--- config.mk ---
export PLATFORM = sky130hd
export DESIGN_NAME = gf2_poly_divider_seq
export DESIGN_NICKNAME = d
export VERILOG_FILES = /design/src/rtl/gf2_poly_divider_seq.sv
export SDC_FILE = /design/constraint.sdc
export NUM_CORES = 1
export LEC_CHECK = 0
export ABC_AREA = 1
export CAP_MARGIN = 20
export CORE_UTILIZATION = 30
export DETAILED_ROUTE_END_ITERATION = 10
export PLACE_DENSITY = 0.51
export SLEW_MARGIN = 20
export SYNTH_ARGS = -nofsm -noshare
export SYNTH_HDL_FRONTEND = slang
export SYNTH_SLANG_ARGS = --single-unit
--- constraint.sdc ---
create_clock -name clk -period 2.1 [get_ports clk]
set_input_delay 0.21 -clock clk [delete_from_list [all_inputs] [get_ports clk]]
set_output_delay 0.21 -clock clk [all_outputs]
set_load 0.01 [all_outputs]
--- src/rtl/gf2_poly_divider_seq.sv ---
// Bit-serial GF(2) polynomial long divider: dividend = quotient*divisor ^ remainder.
// The divisor is normalised to the MSB first, then one quotient bit is produced per cycle.
module gf2_poly_divider_seq #(
  parameter int DW = 51,
  parameter int VW = 26
) (
  input  logic          clk,
  input  logic          rst_n,
  input  logic          in_valid,
  output logic          in_ready,
  input  logic [DW-1:0] dividend,
  input  logic [VW-1:0] divisor,
  output logic          out_valid,
  input  logic          out_ready,
  output logic [DW-1:0] quotient,
  output logic [VW-2:0] remainder,
  output logic          div_by_zero
);

  localparam int SW = $clog2(VW);
  localparam int CW = $clog2(DW + 1);
  localparam int unsigned BASE = DW - VW + 1;

  typedef enum logic [1:0] {IDLE, NORM, DIV, DONE} state_t;

  state_t        state, state_nx;
  logic [DW-1:0] rem_reg, rem_nx, rem_shr;
  logic [DW-1:0] q_reg, q_nx;
  logic [VW-1:0] d_reg;
  logic [SW-1:0] sh;
  logic [CW-1:0] cnt, n_len;

  assign in_ready  = (state == IDLE);
  assign out_valid = (state == DONE);

  // Iteration count N = DW - deg(d); also the shift that right-justifies the remainder.
  assign n_len = CW'(BASE) + CW'(sh);

  always_comb begin
    rem_nx = rem_reg;
    if (rem_reg[DW-1]) rem_nx = rem_reg ^ {d_reg, {(DW-VW){1'b0}}};
    rem_nx  = rem_nx << 1;
    q_nx    = {q_reg[DW-2:0], rem_reg[DW-1]};
    rem_shr = rem_nx >> n_len;
  end

  always_ff @(posedge clk) begin
    if (!rst_n) state <= IDLE;
    else        state <= state_nx;
  end

  always_comb begin
    state_nx = state;
    unique case (state)
      IDLE: if (in_valid) state_nx = (divisor == '0) ? DONE : NORM;
      NORM: if (d_reg[VW-1]) state_nx = DIV;
      DIV:  if (cnt == CW'(1)) state_nx = DONE;
      DONE: if (out_ready) state_nx = IDLE;
      default: state_nx = IDLE;
    endcase
  end

  always_ff @(posedge clk) begin
    if (!rst_n) begin
      rem_reg     <= '0;
      q_reg       <= '0;
      d_reg       <= '0;
      sh          <= '0;
      cnt         <= '0;
      quotient    <= '0;
      remainder   <= '0;
      div_by_zero <= 1'b0;
    end else begin
      unique case (state)
        IDLE: begin
          if (in_valid) begin
            rem_reg     <= dividend;
            d_reg       <= divisor;
            sh          <= '0;
            q_reg       <= '0;
            cnt         <= '0;
            quotient    <= '0;
            remainder   <= '0;
            div_by_zero <= (divisor == '0);
          end
        end
        NORM: begin
          if (d_reg[VW-1]) begin
            cnt <= n_len;
          end else begin
            d_reg <= d_reg << 1;
            if (sh != SW'(VW-1)) sh <= sh + 1'b1;
          end
        end
        DIV: begin
          rem_reg <= rem_nx;
          q_reg   <= q_nx;
          cnt     <= cnt - 1'b1;
          if (cnt == CW'(1)) begin
            quotient  <= q_nx;
            remainder <= rem_shr[VW-2:0];
          end
        end
        default: ;
      endcase
    end
  end

endmodule
==> results of run 1 <==
-- kinds of logic after synthesis --
family	share of synthesized area [%]
AOI/OAI and AO/OA	18.04
xor gates and xnor gates	0.3419
adders and majority gates	1.221
buffers and inverters	6.519
DFF	42.39
and+or+nand+nor	31.49
-- routing by layer --
metal | wire length (um) | global-route usage (%) | share of wire (%) | up-vias
met3 | 1240 | 2.364 | 3.9 | 44
met4 | 700 | 4.603 | 2.2 | 0
met1 | 14610 | 23.68 | 46 | 4815
met2 | 14890 | 30.08 | 47 | 223
met5 | 0 | 0 | 0 | -
li1 | - | - | - | 5262
-- worst min-delay path: stages --
cell and delay (ps):
clkdlybuf4s50_1 390, nand2_1 60, a31oi_1 70
-- power by group --
| part | total, mW | leakage, nW | switching [mW] | internal [mW] |
|---|---|---|---|---|
| clock network | 4.47 | 0.410 | 1.84 | 2.63 |
| logic | 6.55 | 2.61 | 4.37 | 2.18 |
| registers | 5.38 | 1.77 | 0.545 | 4.83 |
-- final timing paths --
path                                   start                    endpoint  slack, ps  cells past startpoint
setup / recovery       state[0]$_SDFFE_PN0P_                    in_ready        160                      4
hold / removal                   dividend[9]     rem_reg[9]$_SDFFE_PN0P_        230                      3
setup reg to reg       state[0]$_SDFFE_PN0P_   quotient[15]$_SDFFE_PN0P_        200                      9
hold reg to reg   remainder[14]$_SDFFE_PN0P_  remainder[14]$_SDFFE_PN0P_        460                      2
-- timing repair --
action,in CTS,in global routing
setup endpoints to repair,1,23
resized for setup,1,4
endpoints found under the hold margin,3,0
hold buffers,1,0
-- cells in the final DEF (no fill, tap or decap), drive strengths merged, types with 2 or more instances in the layout --
cell type	instances
o22ai	2
clkbuf	39
nand3	286
buf	42
clkdlybuf4s50	156
clkinv	7
clkinvlp	3
a21oi	174
o21ai	78
a31oi	30
nand4	11
nand2	379
nor4	6
inv	45
xor2	3
dfxtp	217
a221oi	39
ha	10
nand3b	8
or2	2
nor2	39
-- stage by stage --
| stage | worst slack, ps | util (%) | instance area [um^2] | instances | hold slack (ps) |
|---|---|---|---|---|---|
| 2_1_floorplan | 174.8 | - | 10250 | 1459 | 368.7 |
| 3_3_place_gp | 177.0 | 36.71 | 12310 | 1987 | 450.0 |
| 3_5_place_dp | 133.7 | 36.71 | 12310 | 1987 | 454.0 |
| 4_1_cts | 68.24 | 39.30 | 13180 | 2035 | 193.8 |
| 5_1_grt | -13.28 | 39.34 | 13190 | 2035 | 222.1 |
| 6_report | 164.0 | 39.34 | 13190 | 2035 | 225.9 |
-- cell type report --
type | count | area, um^2
clock buffer | 39 | 759.5
clock inverter | 8 | 101.3
tap | 448 | 560.5
fill | 3601 | 20340
timing repair buffer | 201 | 1988
inverter | 48 | 182.7
sequential | 217 | 4344
multi-input combinational | 1074 | 5255
==> metrics.yaml, run 1 <==
run_status:
  status: "completed"
logic_synthesis:
  synth_area_leader_cell: "dfxtp_1"
  synth_area_um2: 10250
  syn_nets: 1550
  synth_top_area_share_pct: 42.39
  yosysWarningCount: 0
  ys_types: 36
  yosysMostFrequentCell: "nand2_1"
  synth_edf_count: 0
  synthTopCellsByArea: "dfxtp_1, nand3_1, nand2_1"
  ys.flop_type: "dfxtp_1"
  syn_inst: 1459
  synth-seq-area-share_pct: 42.39
  postSynthAreaPerCell_um2: 7.024
  synth_common_cells: "nand2_1, nand3_1, dfxtp_1, a21oi_1, clkbuf_1"
  synth_async_sr_flop_share_pct: 0
  ys_ff_latch: 217
global_route:
  antenna_found_initial: 0
  grtUsageTotal_pct: 17.75
  grt_pass1_wl_um: 51740
  grt_pass1_vias: 9845
  grt_start_max_net_pins: 121
  grt-ovfl-total: 0
route:
  dr.pass1.iters: 5
  routed_via_density: 5.083
  detail-route-antenna-nets: 0
  drc: 0
  drt_iter0_drc: 797
  drt_wl_total_um: 31440
  vias: 10344
  wire_per_inst_um: 15.45
worst_setup_path:
  critPathBufInv: 3
  cp_max_fo: 3
  crit_path_start_kind: "flip-flop"
  crit_path_end_kind: "output port"
  required_ps: 1890
  slowest_stage: "dfxtp_1"
  critical-path-max-stage-delay_ps: 310
  worstPathCellList: "inv_1 -> ha_1 -> buf_4 -> dlygate4sd2_1"
  path_class: "flip-flop to output port"
  cpLargestDelayFamily: "buffers and inverters"
  arrival_ps: 1730
clock_tree:
  cts_sinks: 217
  htree_levels: 1
  numCtsBuffers: 26
  clk_latency_ps: 550
  postCtsSetupBuffers: 0
  cts_tree: "done"
  clockBufferDepth: 3
  cts.clk_slew.worst_paths_ps: 60
  cts_root_buf: "clkbuf_16"
floorplanning:
  rows: 67
  io_pins: 160
  die_height_um: 186.8
  dieArea_um2: 34910
  core_um2: 33530
  die_w_um: 186.8
  start_util_pct: 30.56
power_and_ir_drop:
  vdd_drop_max_mv: 0.5831
  powerDensity_nw_per_um2: 1243
  p_leak_nw: 4.786
  power_mw: 16.40
hold_path:
  hp-class: "primary input to flip-flop"
layout:
  layout.nets: 1659
  area_growth_pct: 28.71
  antenna_cells: 0
  layout-drive-gt1-share_pct: 6.238
placed_design:
  hpwl_um: 20950
  port_buffers: 159
  gp_congestion: 0.8529
timing:
  finalHoldViolCount: 0
  clock_skew_ps: 28.91
  tightestPinTransition_ps: 713.3
  min_period_over_period_pct: 92.19
  slew_violations: 0
  setup_viol: 0
  rsz0062_at_grt: "yes"
  fmax_mhz: 516.5
  relSlewSlack_pct: 52.39
  fin_tns_setup_ps: 0
  period_minus_slack_ps: 1936
run:
  maxCapViolCount: 0
Note: power is estimated with default switching activity, not from simulation.
==> inputs of run 2 (changes only) <==
CAP_MARGIN = not set   (was 20)
==> results of run 2 <==
Same layout as run 1: the final DEF is identical, and so are final timing and power.
==> inputs of run 3 (changes only) <==
ABC_AREA = 0   (was 1)
PLACE_DENSITY = 0.5   (was 0.51)
==> run 3 against run 2 <==
Effect of this change:
- the run now ends with setup timing left
- total power grew 22%
- clock skew shrank 13 ps
- count of clock-buffer cells in the layout grew 3
- cell count grew 2.3%
- non-clock buffer count grew 140
- synthesized area grew 7.5%
- sequential share of layout area shrank 5.0 points
- synthesized cell count shrank 7.1%
- die area grew 7.4%
- register-to-register slack lost 350 ps
- worst hold slack gained 37 ps
- sequential cell count is the same
- highest routed layer unchanged
==> metrics.yaml, run 3 <==
run_status:
  status: "finished, violations left"
  failed_checks: "setup timing"
layout:
  layout-drive-gt1-share_pct: 18.82  # +13 points
  fillCellCount: 3587  # -0.39%
  final_cell_mix: "dfxtp_1, nor2_1, clkdlybuf4s50_1"
  layout_commonest_cell: "dfxtp_1"
  regArea_um2: 4350  # +0.14%
  final_area_um2: 15590  # +18%
  layout.nets: 1691  # +1.9%
  multi_input_area_um2: 6362  # +21%
  antenna_cells: 0  # unchanged
  area_growth_pct: 41.49
  finalNonFillerCells: 2082  # +2.3%
power_and_ir_drop:
  p_comb_share_pct: 47.7  # +7.8 points
  pwr-share-seq_pct: 27.4  # -5.4 points
  power_mw: 20.07  # +22%
  p_int_mw: 12.16  # +26%
  powerDensity_nw_per_um2: 1287  # +3.6%
  swShare_pct: 39.39  # -1.8 points
  clockPowerShare_pct: 24.8  # -2.5 points
  p_leak_nw: 5.603  # +17%
  switchingPower_mw: 7.907  # +17%
  vdd_drop_max_mv: 0.7939  # +36%
logic_synthesis:
  syn_nets: 1446  # -6.7%
  synth_edf_count: 0  # unchanged
  syn_inst: 1355  # -7.1%
  synth_async_sr_flop_share_pct: 0  # unchanged
  yosysMostFrequentCell: "dfxtp_1"
  ys_types: 69  # +92%
  postSynthAreaPerCell_um2: 8.132  # +16%
  synth_area_um2: 11020  # +7.5%
  synth_common_cells: "dfxtp_1, nor2_1, nand2_1, a21oi_1, clkbuf_1"
  yosysWarningCount: 0  # unchanged
  synth_area_leader_cell: "dfxtp_1"
  ys.flop_type: "dfxtp_1"
  ys_ff_latch: 217  # unchanged
  synth_top_area_share_pct: 39.42  # -3.0 points
  synth-seq-area-share_pct: 39.42  # -3.0 points
  synthTopCellsByArea: "dfxtp_1, nor2_1, nand2_1"
timing:
  fmax_mhz: 443.6  # -14%
  min_period_over_period_pct: 107.3  # +15 points
  setup_viol: 16  # +16
  relSlewSlack_pct: 57.77  # +5.4 points
  finalHoldViolCount: 0  # unchanged
  fin_tns_setup_ps: -1077  # -1077 ps
  finalWorstSetupSlack_ps: -154.3  # -318.3 ps
  tightestPinTransition_ps: 631.2  # -82.11 ps
  fin_hold_ws_ps: 262.7  # +36.83 ps
  slew_violations: 0  # unchanged
  period_minus_slack_ps: 2254  # +318.3 ps
  clock_skew_ps: 16.38  # -12.53 ps
  rsz0062_at_grt: "yes"
clock_tree:
  cts.clk_slew.worst_paths_ps: 60  # about the same
  cts_sinks: 217  # unchanged
  cts_root_buf: "clkbuf_16"
  cts_tree: "done"
  clockBufferDepth: 3  # unchanged
  clk_latency_ps: 560  # about the same
  numCtsBuffers: 27  # +3.8%
  htree_levels: 1  # unchanged
route:
  drt_iter0_drc: 857  # +7.5%
  wire_per_inst_um: 18.41  # +19%
  vias: 11055  # +6.9%
  detail-route-antenna-nets: 0  # unchanged
  routed_via_density: 5.310  # +4.5%
  drt_wl_total_um: 38330  # +22%
  dr.pass1.iters: 6  # +1
  drc: 0  # unchanged
worst_setup_path:
  critPathMostFrequentCell: "buf_6"
  critical-path-max-stage-delay_ps: 480  # +170 ps
  endpoint: "remainder[4]$_SDFFE_PN0P_"
  worstPathCellList: "buf_12 -> buf_6 -> buf_6 -> mux2i_1 -> a221o_1 -> a21o_1 -> mux4_2 -> mux2_4 -> o21ai_2"
  path_class: "flip-flop to flip-flop"
  rr_startpoint: "sh[0]$_SDFFE_PN0P_"
  timing.rr.end: "remainder[4]$_SDFFE_PN0P_"
  arrival_ps: 2740  # +1010 ps
  required_ps: 2580  # +690 ps
  rr_worst_depth: 9  # unchanged
  crit_path_start_kind: "flip-flop"
  crit_start: "sh[0]$_SDFFE_PN0P_"
  slowest_stage: "mux4_2"
  reg2reg_slack_ps: -150  # -350 ps
  crit_path_end_kind: "flip-flop"
  cp_max_fo: 4  # +1
global_route:
  grt_pass1_vias: 10461  # +6.3%
  grt_start_max_net_pins: 109  # -9.9%
  grt-ovfl-total: 0  # unchanged
  grt_pass1_wl_um: 59370  # +15%
  antenna_found_initial: 1  # +1
  grtUsageTotal_pct: 19.43  # +1.7 points
placed_design:
  dp.cells: 2011  # +1.2%
  gp_congestion: 0.8857  # +3.8%
  placement.cell_area_um2: 14100  # +15%
  hpwl_um: 26410  # +26%
  port_buffers: 159  # unchanged
floorplanning:
  core_um2: 35830  # +6.8%
  die_w_um: 193.7  # +3.7%
  io_pins: 160  # unchanged
  dieArea_um2: 37500  # +7.4%
  start_util_pct: 30.76  # +0.19 points
  die_height_um: 193.7  # +3.7%
  rows: 69  # +3.0%
hold_path:
  hp-class: "primary input to flip-flop"
run:
  maxCapViolCount: 0  # unchanged
-- run 3: worst min path at each step --
stage                                   start                   endpoint  slack, ps  cells after the start
floorplan                         divisor[25]     d_reg[25]$_SDFFE_PN0P_        360                      2
global placement     quotient[7]$_SDFFE_PN0P_   quotient[7]$_SDFFE_PN0P_        440                      2
detailed placement  quotient[27]$_SDFFE_PN0P_  quotient[27]$_SDFFE_PN0P_        440                      2
CTS                               divisor[10]     d_reg[10]$_SDFFE_PN0P_        240                      3
global route                      divisor[14]     d_reg[14]$_SDFFE_PN0P_        290                      3
finish                            divisor[10]     d_reg[10]$_SDFFE_PN0P_        260                      3
-- run 3: metal layers --
layer  part of all wire [%]  GRT usage (%)  vias to the layer above
li1                       -              -                     5386
met5                      0              0                        -
met3                    6.3          3.409                       45
met4                    1.6          3.881                        0
met2                     43          29.47                      314
met1                     49          28.61                     5310
-- run 3: through the flow --
stage,worst slack [ps],util (%)
floorplan,13.18,-
global placement,-277.3,39.36
detailed placement,-322.1,39.36
finish,-154.3,43.52
CTS,-178.5,42.66
global route,-186.7,43.52
-- run 3: cells by family after synthesis --
group	synth area share [%]
simple gates	21.64
compound gates	21.65
flops	39.42
buf+inv	5.348
mux	8.334
xor+xnor	2.464
fa+ha+maj	1.135
-- run 3: area by class of cell --
cell class              instances  area share [%]
clock buffers                  42           5.337
clock inverters                 8          0.8507
inverters                      16          0.4173
multi-input cells             997           40.81
flip-flops and latches        217           27.90
well taps                     461           3.700
repair buffers                341           20.99
-- run 3: power groups by stage --
stage / registers [mW] / logic (mW) / clock network [mW]
floorplan: 5.26 / 5.20 / 0
finish: 5.51 / 9.58 / 4.98
detailed placement: 5.56 / 8.47 / 0
global route: 5.58 / 10.4 / 5.30
CTS: 5.46 / 8.83 / 5.12
global placement: 5.56 / 8.43 / 0
-- run 3: what timing repair did --
item | in CTS | in global routing
buffers inserted | 10 | 7
resized for setup | 42 | 28
hold buffers | 0 | 0
pin swaps | 18 | 9
gates cloned | 0 | 5
setup endpoints to repair | 25 | 52
-- run 3: worst max-delay path, delay by kind of cell (launching register included) --
kind / cells / cell delay (ps)
compound gates: 3 / 600
buf+inv: 3 / 340
flops: 1 / 360
mux: 3 / 870
